### src/rtl/snake_pkg.sv
// Shared Snake game definitions: master state encodings and default score target.
// Used by master_state_ctrl and the VGA display state machine.
package snake_pkg;

  typedef enum logic [1:0] {
    ST_IDLE = 2'b00,
    ST_PLAY = 2'b01,
    ST_WIN  = 2'b10,
    ST_LOSE = 2'b11
  } state_e;

  localparam int WIN_SCORE_DEF = 10;

endpackage

### src/rtl/master_state_ctrl_if.sv
// Game sequencer bus: buttons and datapath events in, state and score out.
// The master side is the sequencer; the slave side is the snake datapath/display.
interface master_state_ctrl_if;

  logic [3:0] BTNS;
  logic       SCORE_INC;
  logic       COLLISION;
  logic [1:0] MASTER_STATE;
  logic [7:0] SCORE;
  logic       SCORE_CLR;

  modport master (
    input  BTNS,
    input  SCORE_INC,
    input  COLLISION,
    output MASTER_STATE,
    output SCORE,
    output SCORE_CLR
  );

  modport slave (
    output BTNS,
    output SCORE_INC,
    output COLLISION,
    input  MASTER_STATE,
    input  SCORE,
    input  SCORE_CLR
  );

endinterface

### src/rtl/button_sync_edge.sv
// Two-flop synchronizer per button, previous-value register and
// OR-reduced rising-edge detect.
module button_sync_edge #(
  parameter int N = 4
) (
  input  logic         clk,
  input  logic         rst,
  input  logic [N-1:0] btns,
  output logic         edge_o
);

  logic [N-1:0] sync1_q, sync1_d;
  logic [N-1:0] sync2_q, sync2_d;
  logic [N-1:0] prev_q, prev_d;

  always_comb begin
    sync1_d = btns;
    sync2_d = sync1_q;
    prev_d  = sync2_q;
  end

  always_ff @(posedge clk) begin
    if (rst) begin
      sync1_q <= '0;
      sync2_q <= '0;
      prev_q  <= '0;
    end else begin
      sync1_q <= sync1_d;
      sync2_q <= sync2_d;
      prev_q  <= prev_d;
    end
  end

  assign edge_o = |(sync2_q & ~prev_q);

endmodule

### src/rtl/master_state_ctrl.sv
// Snake top-level game sequencer: IDLE -> PLAY -> WIN/LOSE -> IDLE.
// Define SNAKE_LOSE_STATE_EN to enable the LOSE state on COLLISION.
module master_state_ctrl
  import snake_pkg::*;
#(
  parameter int WIN_SCORE   = WIN_SCORE_DEF,
  parameter int HOLD_CYCLES = 100_000_000,
  parameter int HOLD_W      = 27
) (
  input logic CLK,
  input logic RESET,
  master_state_ctrl_if.master bus
);

  localparam logic [7:0] WIN_VAL = 8'(WIN_SCORE);
  localparam logic [7:0] WIN_M1  = 8'(WIN_SCORE - 1);
  localparam logic [HOLD_W-1:0] HOLD_LAST = HOLD_W'(HOLD_CYCLES - 1);

  state_e            state_q, state_d;
  logic [7:0]        score_q, score_d;
  logic              clr_q, clr_d;
  logic [HOLD_W-1:0] hold_q, hold_d;
  logic              btn_edge;

  button_sync_edge #(.N(4)) u_btn (
    .clk    (CLK),
    .rst    (RESET),
    .btns   (bus.BTNS),
    .edge_o (btn_edge)
  );

`ifndef SNAKE_LOSE_STATE_EN
  logic unused_collision;
  assign unused_collision = bus.COLLISION;
`endif

  always_comb begin
    state_d = state_q;
    score_d = score_q;
    clr_d   = 1'b0;
    hold_d  = hold_q;
    unique case (state_q)
      ST_IDLE: begin
        if (btn_edge) begin
          state_d = ST_PLAY;
          score_d = '0;
          clr_d   = 1'b1;
        end
      end
      ST_PLAY: begin
`ifdef SNAKE_LOSE_STATE_EN
        // Collision outranks a same-cycle winning increment
        if (bus.COLLISION) begin
          state_d = ST_LOSE;
          hold_d  = '0;
        end else
`endif
        if (bus.SCORE_INC) begin
          if (score_q == WIN_M1) begin
            state_d = ST_WIN;
            score_d = WIN_VAL;
            hold_d  = '0;
          end else if (score_q != WIN_VAL) begin
            score_d = score_q + 8'd1;
          end
        end
      end
      default: begin
        if (hold_q == HOLD_LAST) begin
          state_d = ST_IDLE;
          hold_d  = '0;
        end else begin
          hold_d = hold_q + HOLD_W'(1);
        end
      end
    endcase
  end

  always_ff @(posedge CLK) begin
    if (RESET) begin
      state_q <= ST_IDLE;
      score_q <= '0;
      clr_q   <= 1'b0;
      hold_q  <= '0;
    end else begin
      state_q <= state_d;
      score_q <= score_d;
      clr_q   <= clr_d;
      hold_q  <= hold_d;
    end
  end

  assign bus.MASTER_STATE = state_q;
  assign bus.SCORE        = score_q;
  assign bus.SCORE_CLR    = clr_q;

endmodule

### src/flat_wrapper.sv
// flat-port wrapper written by rule: the top's interface ports become plain ports
module master_state_ctrl_flat import snake_pkg::*;
#(
  parameter int WIN_SCORE   = WIN_SCORE_DEF,
  parameter int HOLD_CYCLES = 100_000_000,
  parameter int HOLD_W      = 27
)
  (CLK, RESET, bus_BTNS, bus_SCORE_INC, bus_COLLISION, bus_MASTER_STATE, bus_SCORE, bus_SCORE_CLR);
  master_state_ctrl_if bus_i ();
  input logic CLK;
  input logic RESET;
  input wire logic [$bits(bus_i.BTNS)-1:0] bus_BTNS;
  input wire logic [$bits(bus_i.SCORE_INC)-1:0] bus_SCORE_INC;
  input wire logic [$bits(bus_i.COLLISION)-1:0] bus_COLLISION;
  output wire logic [$bits(bus_i.MASTER_STATE)-1:0] bus_MASTER_STATE;
  output wire logic [$bits(bus_i.SCORE)-1:0] bus_SCORE;
  output wire logic [$bits(bus_i.SCORE_CLR)-1:0] bus_SCORE_CLR;
  assign bus_i.BTNS = bus_BTNS;
  assign bus_i.SCORE_INC = bus_SCORE_INC;
  assign bus_i.COLLISION = bus_COLLISION;
  assign bus_MASTER_STATE = bus_i.MASTER_STATE;
  assign bus_SCORE = bus_i.SCORE;
  assign bus_SCORE_CLR = bus_i.SCORE_CLR;
  master_state_ctrl #(.WIN_SCORE(WIN_SCORE), .HOLD_CYCLES(HOLD_CYCLES), .HOLD_W(HOLD_W)) u_core (.CLK(CLK), .RESET(RESET), .bus(bus_i));
endmodule
### config.mk
export PLATFORM = sky130hd
export DESIGN_NAME = master_state_ctrl_flat
export DESIGN_NICKNAME = d
export VERILOG_FILES = /design/src/rtl/snake_pkg.sv /design/src/rtl/master_state_ctrl_if.sv /design/src/rtl/button_sync_edge.sv /design/src/rtl/master_state_ctrl.sv /design/src/flat_wrapper.sv
export SDC_FILE = /design/constraint.sdc
export NUM_CORES = 1
export LEC_CHECK = 0
export CAP_MARGIN = 10
export CORE_UTILIZATION = 45
export CTS_BUF_LIST = sky130_fd_sc_hd__clkbuf_4
export CTS_CLUSTER_SIZE = 10
export DETAILED_ROUTE_END_ITERATION = 16
export GPL_ROUTABILITY_DRIVEN = 0
export SLEW_MARGIN = 20
export SYNTH_ARGS = -nofsm -noshare
export SYNTH_HDL_FRONTEND = slang
export SYNTH_SLANG_ARGS = --single-unit
### constraint.sdc
create_clock -name CLK -period 5.3 [get_ports CLK]
set_input_delay 0.53 -clock CLK [delete_from_list [all_inputs] [get_ports CLK]]
set_output_delay 0.53 -clock CLK [all_outputs]
set_load 0.01 [all_outputs]
==> impl_metrics.prom <==
# TYPE chip_impl_metric gauge
chip_impl_metric{name="cts_resized",unit=""} 0
chip_impl_metric{name="grt.overflow.total",unit=""} 0
chip_impl_metric{name="rel_slew_slack",unit="%"} 59.9
chip_impl_metric{name="peak_per_stage_delay_on_the_critical_path",unit="ns"} 0.63
chip_impl_metric{name="globalRouteTotalUtil",unit="%"} 18.5
chip_impl_metric{name="grt_max_degree",unit=""} 27
chip_impl_metric{name="timing.reg2reg.worst_path_depth",unit=""} 4
chip_impl_metric{name="detail-route-antenna-nets",unit=""} 0
chip_impl_metric{name="row_count",unit=""} 26
chip_impl_metric{name="clkLatencyLatePin",unit="ns"} 0.38
chip_impl_metric{name="vias_in_the_first_global_route",unit=""} 1686
chip_impl_metric{name="static-leakage-power",unit="nW"} 0.968
chip_impl_metric{name="period_needed",unit="ns"} 2.24
chip_impl_info{name="critical-path-top-delay-family",value="compound AO/OA/AOI/OAI gates"} 1
chip_impl_metric{name="cts-hold-fix-buffers",unit=""} 0
chip_impl_metric{name="timing_max_transition_violations_final",unit=""} 0
chip_impl_metric{name="worst_path_bufs_invs",unit=""} 0
chip_impl_metric{name="worst_ep_arrival_time",unit="ns"} 2.49
chip_impl_metric{name="total_half_perimeter_wirelength_after_legalization_and_detailed_placement",unit="mm"} 3.26
chip_impl_info{name="synth_area_leaders",value="sky130_fd_sc_hd__dfxtp_1 (42%), sky130_fd_sc_hd__xor2_1 (4.8%), sky130_fd_sc_hd__nor2_1 (4.7%)"} 1
chip_impl_info{name="grt_setup_unrepaired",value="false"} 1
chip_impl_metric{name="synth_cell_type_count",unit=""} 50
chip_impl_metric{name="placeableCoreArea",unit="um^2"} 5110
chip_impl_info{name="worstSetupEndpointType",value="register"} 1
chip_impl_metric{name="final.period_utilization",unit="%"} 42.3
chip_impl_metric{name="instances_no_fill",unit=""} 354
chip_impl_info{name="crit_slowest_cell",value="sky130_fd_sc_hd__a41o_1"} 1
chip_impl_info{name="main_combinational_cell_family_by_area_after_synthesis",value="simple AND/OR/NAND/NOR gates"} 1
chip_impl_metric{name="die_width",unit="um"} 74.7
chip_impl_info{name="yosys.area.top_type",value="sky130_fd_sc_hd__dfxtp_1"} 1
chip_impl_metric{name="drt_pass1_iterations",unit=""} 4
chip_impl_metric{name="area.growth.synth_to_final",unit="%"} 12.0
chip_impl_metric{name="setup_viol",unit=""} 0
chip_impl_metric{name="numClockSinks",unit=""} 50
chip_impl_metric{name="io-pin-count",unit=""} 19
chip_impl_info{name="synth.most_common_cell",value="sky130_fd_sc_hd__dfxtp_1"} 1
chip_impl_metric{name="drt-vias-per-instance",unit=""} 5.53
chip_impl_metric{name="final-hold-violation-count",unit=""} 0
chip_impl_metric{name="detailroute.via_count",unit=""} 1957
chip_impl_metric{name="sequential_cell_area_fraction_in_the_yosys_report",unit="%"} 42.1
chip_impl_metric{name="residual_drc",unit=""} 0
chip_impl_metric{name="synth_simple_gate_area_share",unit="%"} 33.6
chip_impl_metric{name="clk_path_buf_depth",unit=""} 2
chip_impl_metric{name="layout-drive-gt1-share",unit="%"} 6.69
chip_impl_info{name="timing.setup.critical_path_class",value="reg -> reg"} 1
chip_impl_info{name="outcome",value="complete, no violations"} 1
chip_impl_metric{name="grt_pass1_wl",unit="mm"} 7.96
chip_impl_metric{name="critical_path_cell_count",unit=""} 4
chip_impl_metric{name="power.density_cell_area",unit="nW/um^2"} 233
chip_impl_metric{name="numPlacedInstances",unit=""} 346
chip_impl_metric{name="postSynth.asyncResetShare",unit="%"} 0
chip_impl_info{name="synth_common_cells",value="sky130_fd_sc_hd__dfxtp_1 (50), sky130_fd_sc_hd__nor2_1 (30), sky130_fd_sc_hd__nand2_1 (19), sky130_fd_sc_hd__nand4_1 (16), sky130_fd_sc_hd__nand3_1 (14)"} 1
chip_impl_metric{name="die_area",unit="um^2"} 5570
chip_impl_metric{name="antenna_found_initial",unit=""} 0
chip_impl_info{name="worstPathCellList",value="nor4b_4 > a41o_1 > a21o_1 > nor2_1"} 1
chip_impl_metric{name="synthAdderAreaFrac",unit="%"} 2.11
chip_impl_metric{name="ys.warnings.count",unit=""} 0
chip_impl_metric{name="clk_transition_reported_paths",unit="ns"} 0.17
chip_impl_metric{name="post_cts_buffers",unit=""} 0
chip_impl_metric{name="synth_xor_xnor_area_share",unit="%"} 6.64
chip_impl_metric{name="flop_and_latch_count_out_of_synthesis",unit=""} 50
chip_impl_metric{name="synth_edf_count",unit=""} 0
chip_impl_metric{name="required",unit="ns"} 5.54
chip_impl_metric{name="synth_compound_area_share",unit="%"} 12.6
chip_impl_info{name="cts_tree",value="built"} 1
chip_impl_info{name="yosys_most_used_dff",value="sky130_fd_sc_hd__dfxtp_1"} 1
chip_impl_metric{name="buffer_ports.inserted",unit=""} 17
chip_impl_metric{name="layout.nets",unit=""} 295
chip_impl_info{name="worstSetupStartpointType",value="register"} 1
chip_impl_metric{name="cap_violations",unit=""} 0
chip_impl_metric{name="cts.htree.levels",unit=""} 2
chip_impl_info{name="clock_tree.root_cell",value="sky130_fd_sc_hd__clkbuf_4"} 1
chip_impl_metric{name="route.final.wire_length",unit="mm"} 4.74
chip_impl_metric{name="muxShareOfSynthArea",unit="%"} 0
chip_impl_metric{name="worst_ir_drop_vdd",unit="uV"} 125
chip_impl_metric{name="post_synth.cell_area_avg",unit="um^2"} 8.90
chip_impl_metric{name="skew",unit="ns"} 0.0225
chip_impl_metric{name="n_antenna_cell",unit=""} 0
chip_impl_metric{name="timing.hold.worst_path_depth",unit=""} 2
chip_impl_metric{name="synth_nets",unit=""} 279
chip_impl_metric{name="fraction_of_synthesized_cell_area_taken_by_the_top_area_cell_type",unit="%"} 42.1
chip_impl_metric{name="totalNegativeSetupSlack",unit="ns"} 0
chip_impl_metric{name="initial_core_util",unit="%"} 46.5
chip_impl_metric{name="tritoncts_buffer_count",unit=""} 5
chip_impl_metric{name="worst-slew-pin-transition",unit="ns"} 0.602
chip_impl_metric{name="drt-initial-drc-count",unit=""} 122
chip_impl_metric{name="routed_wire_length_per_instance",unit="um"} 13.4
chip_impl_metric{name="netlist_instances",unit=""} 267
chip_impl_metric{name="crit_path_max_fanout",unit=""} 17
chip_impl_info{name="hold_path.class",value="reg -> reg"} 1
chip_impl_metric{name="syn_area",unit="um^2"} 2380
chip_impl_metric{name="die_h",unit="um"} 74.7
chip_impl_metric{name="max_freq",unit="GHz"} 0.446
path summary, 6_finish.rpt:
check | slack [ns] | end | startpoint
worst max-delay path | 3.06 | u_core.hold_q[6]$_SDFFE_PP0P_ | u_core.bus.SCORE[7]$_SDFFE_PP0P_
worst min-delay path | 0.45 | u_core.u_btn.prev_q[1]$_SDFF_PP0_ | u_core.u_btn.prev_d[1]$_SDFF_PP0_
worst max register to register | 3.06 | u_core.hold_q[6]$_SDFFE_PP0P_ | u_core.bus.SCORE[7]$_SDFFE_PP0P_
worst min register to register | 0.45 | u_core.u_btn.prev_q[1]$_SDFF_PP0_ | u_core.u_btn.prev_d[1]$_SDFF_PP0_
routing by layer:
layer	vias to the layer above	global-route usage (%)	wire, um
met5	-	0	0
met1	918	27.5	2470
met4	0	5.03	38
li1	1001	-	-
met3	4	4.02	153
met2	34	27.0	2080
registers in the layout, indices dropped and copies added, names as in the netlist:
name,flops
u_core.u_btn.prev_d,4
u_core.hold_q,27
u_core.bus.MASTER_STATE,2
u_core.u_btn.prev_q,4
u_core.bus.SCORE,8
u_core.bus.SCORE_CLR,1
u_core.u_btn.sync1_q,4
cells in the final DEF (no fill, tap or decap), types with 3 or more instances in the layout:
| cell | instances |
|---|---|
| sky130_fd_sc_hd__nor3_1 | 6 |
| sky130_fd_sc_hd__nand2b_1 | 5 |
| sky130_fd_sc_hd__o211ai_1 | 3 |
| sky130_fd_sc_hd__inv_1 | 7 |
| sky130_fd_sc_hd__dfxtp_1 | 50 |
| sky130_fd_sc_hd__nand3b_1 | 3 |
| sky130_fd_sc_hd__clkbuf_4 | 5 |
| sky130_fd_sc_hd__a31oi_1 | 6 |
| sky130_fd_sc_hd__nand3_1 | 14 |
| sky130_fd_sc_hd__or3_1 | 3 |
| sky130_fd_sc_hd__nand4_1 | 16 |
| sky130_fd_sc_hd__xor2_1 | 13 |
| sky130_fd_sc_hd__xnor2_1 | 5 |
| sky130_fd_sc_hd__nor2b_1 | 12 |
| sky130_fd_sc_hd__clkdlybuf4s50_1 | 17 |
| sky130_fd_sc_hd__nor2_1 | 30 |
| sky130_fd_sc_hd__nand2_1 | 19 |
| sky130_fd_sc_hd__and3_1 | 6 |
| sky130_fd_sc_hd__o21ai_0 | 7 |
| sky130_fd_sc_hd__or4_1 | 3 |
| sky130_fd_sc_hd__a21oi_1 | 9 |
| sky130_fd_sc_hd__ha_1 | 4 |
| sky130_fd_sc_hd__and4_1 | 3 |
metrics by stage:
| stage | worst slack, ns | hold WS (ns) | total power, mW | area [um^2] | util (%) |
|---|---|---|---|---|---|
| 2_1_floorplan | 3.33 | 0.414 | 0.423 | 2380 | - |
| 3_3_place_gp | 2.62 | 0.417 | 0.440 | 2600 | 50.9 |
| 3_5_place_dp | 2.64 | 0.422 | 0.441 | 2600 | 50.9 |
| 4_1_cts | 3.02 | 0.456 | 0.627 | 2660 | 52.1 |
| 5_1_grt | 2.85 | 0.465 | 0.646 | 2660 | 52.1 |
| 6_report | 3.06 | 0.451 | 0.619 | 2660 | 52.1 |
kinds of logic (layout without fill, tap and decap cells):
family          Yosys count  after routing
simple gates            137            137
flops                    50             50
compound gates           42             42
xor+xnor                 18             18
buf+inv                  16             33
fa+ha+maj                 4              4
cell type report:
| class | count | area (um^2) |
|---|---|---|
| clock buffer | 5 | 37.5 |
| clock inverter | 3 | 25.0 |
| fill | 494 | 2450 |
| inverter | 7 | 26.3 |
| multi-input combinational | 201 | 1310 |
| sequential | 50 | 1000 |
| tap | 70 | 87.6 |
| timing repair buffer | 18 | 178 |
report_power, final:
group | leakage, nW | internal (mW) | total (mW) | switching (mW)
Combinational | 0.531 | 0.0205 | 0.0463 | 0.0259
Clock | 0.0318 | 0.0545 | 0.186 | 0.132
Sequential | 0.405 | 0.382 | 0.386 | 0.00406
Total | 0.968 | 0.457 | 0.619 | 0.162
worst reg2reg max path: stages, from the launching register on:
cell and delay, ns:
sky130_fd_sc_hd__dfxtp_1 0.40, sky130_fd_sc_hd__nor4b_4 0.44, sky130_fd_sc_hd__a41o_1 0.63, sky130_fd_sc_hd__a21o_1 0.54, sky130_fd_sc_hd__nor2_1 0.11
No activity file was read; power rests on OpenSTA's default activity.
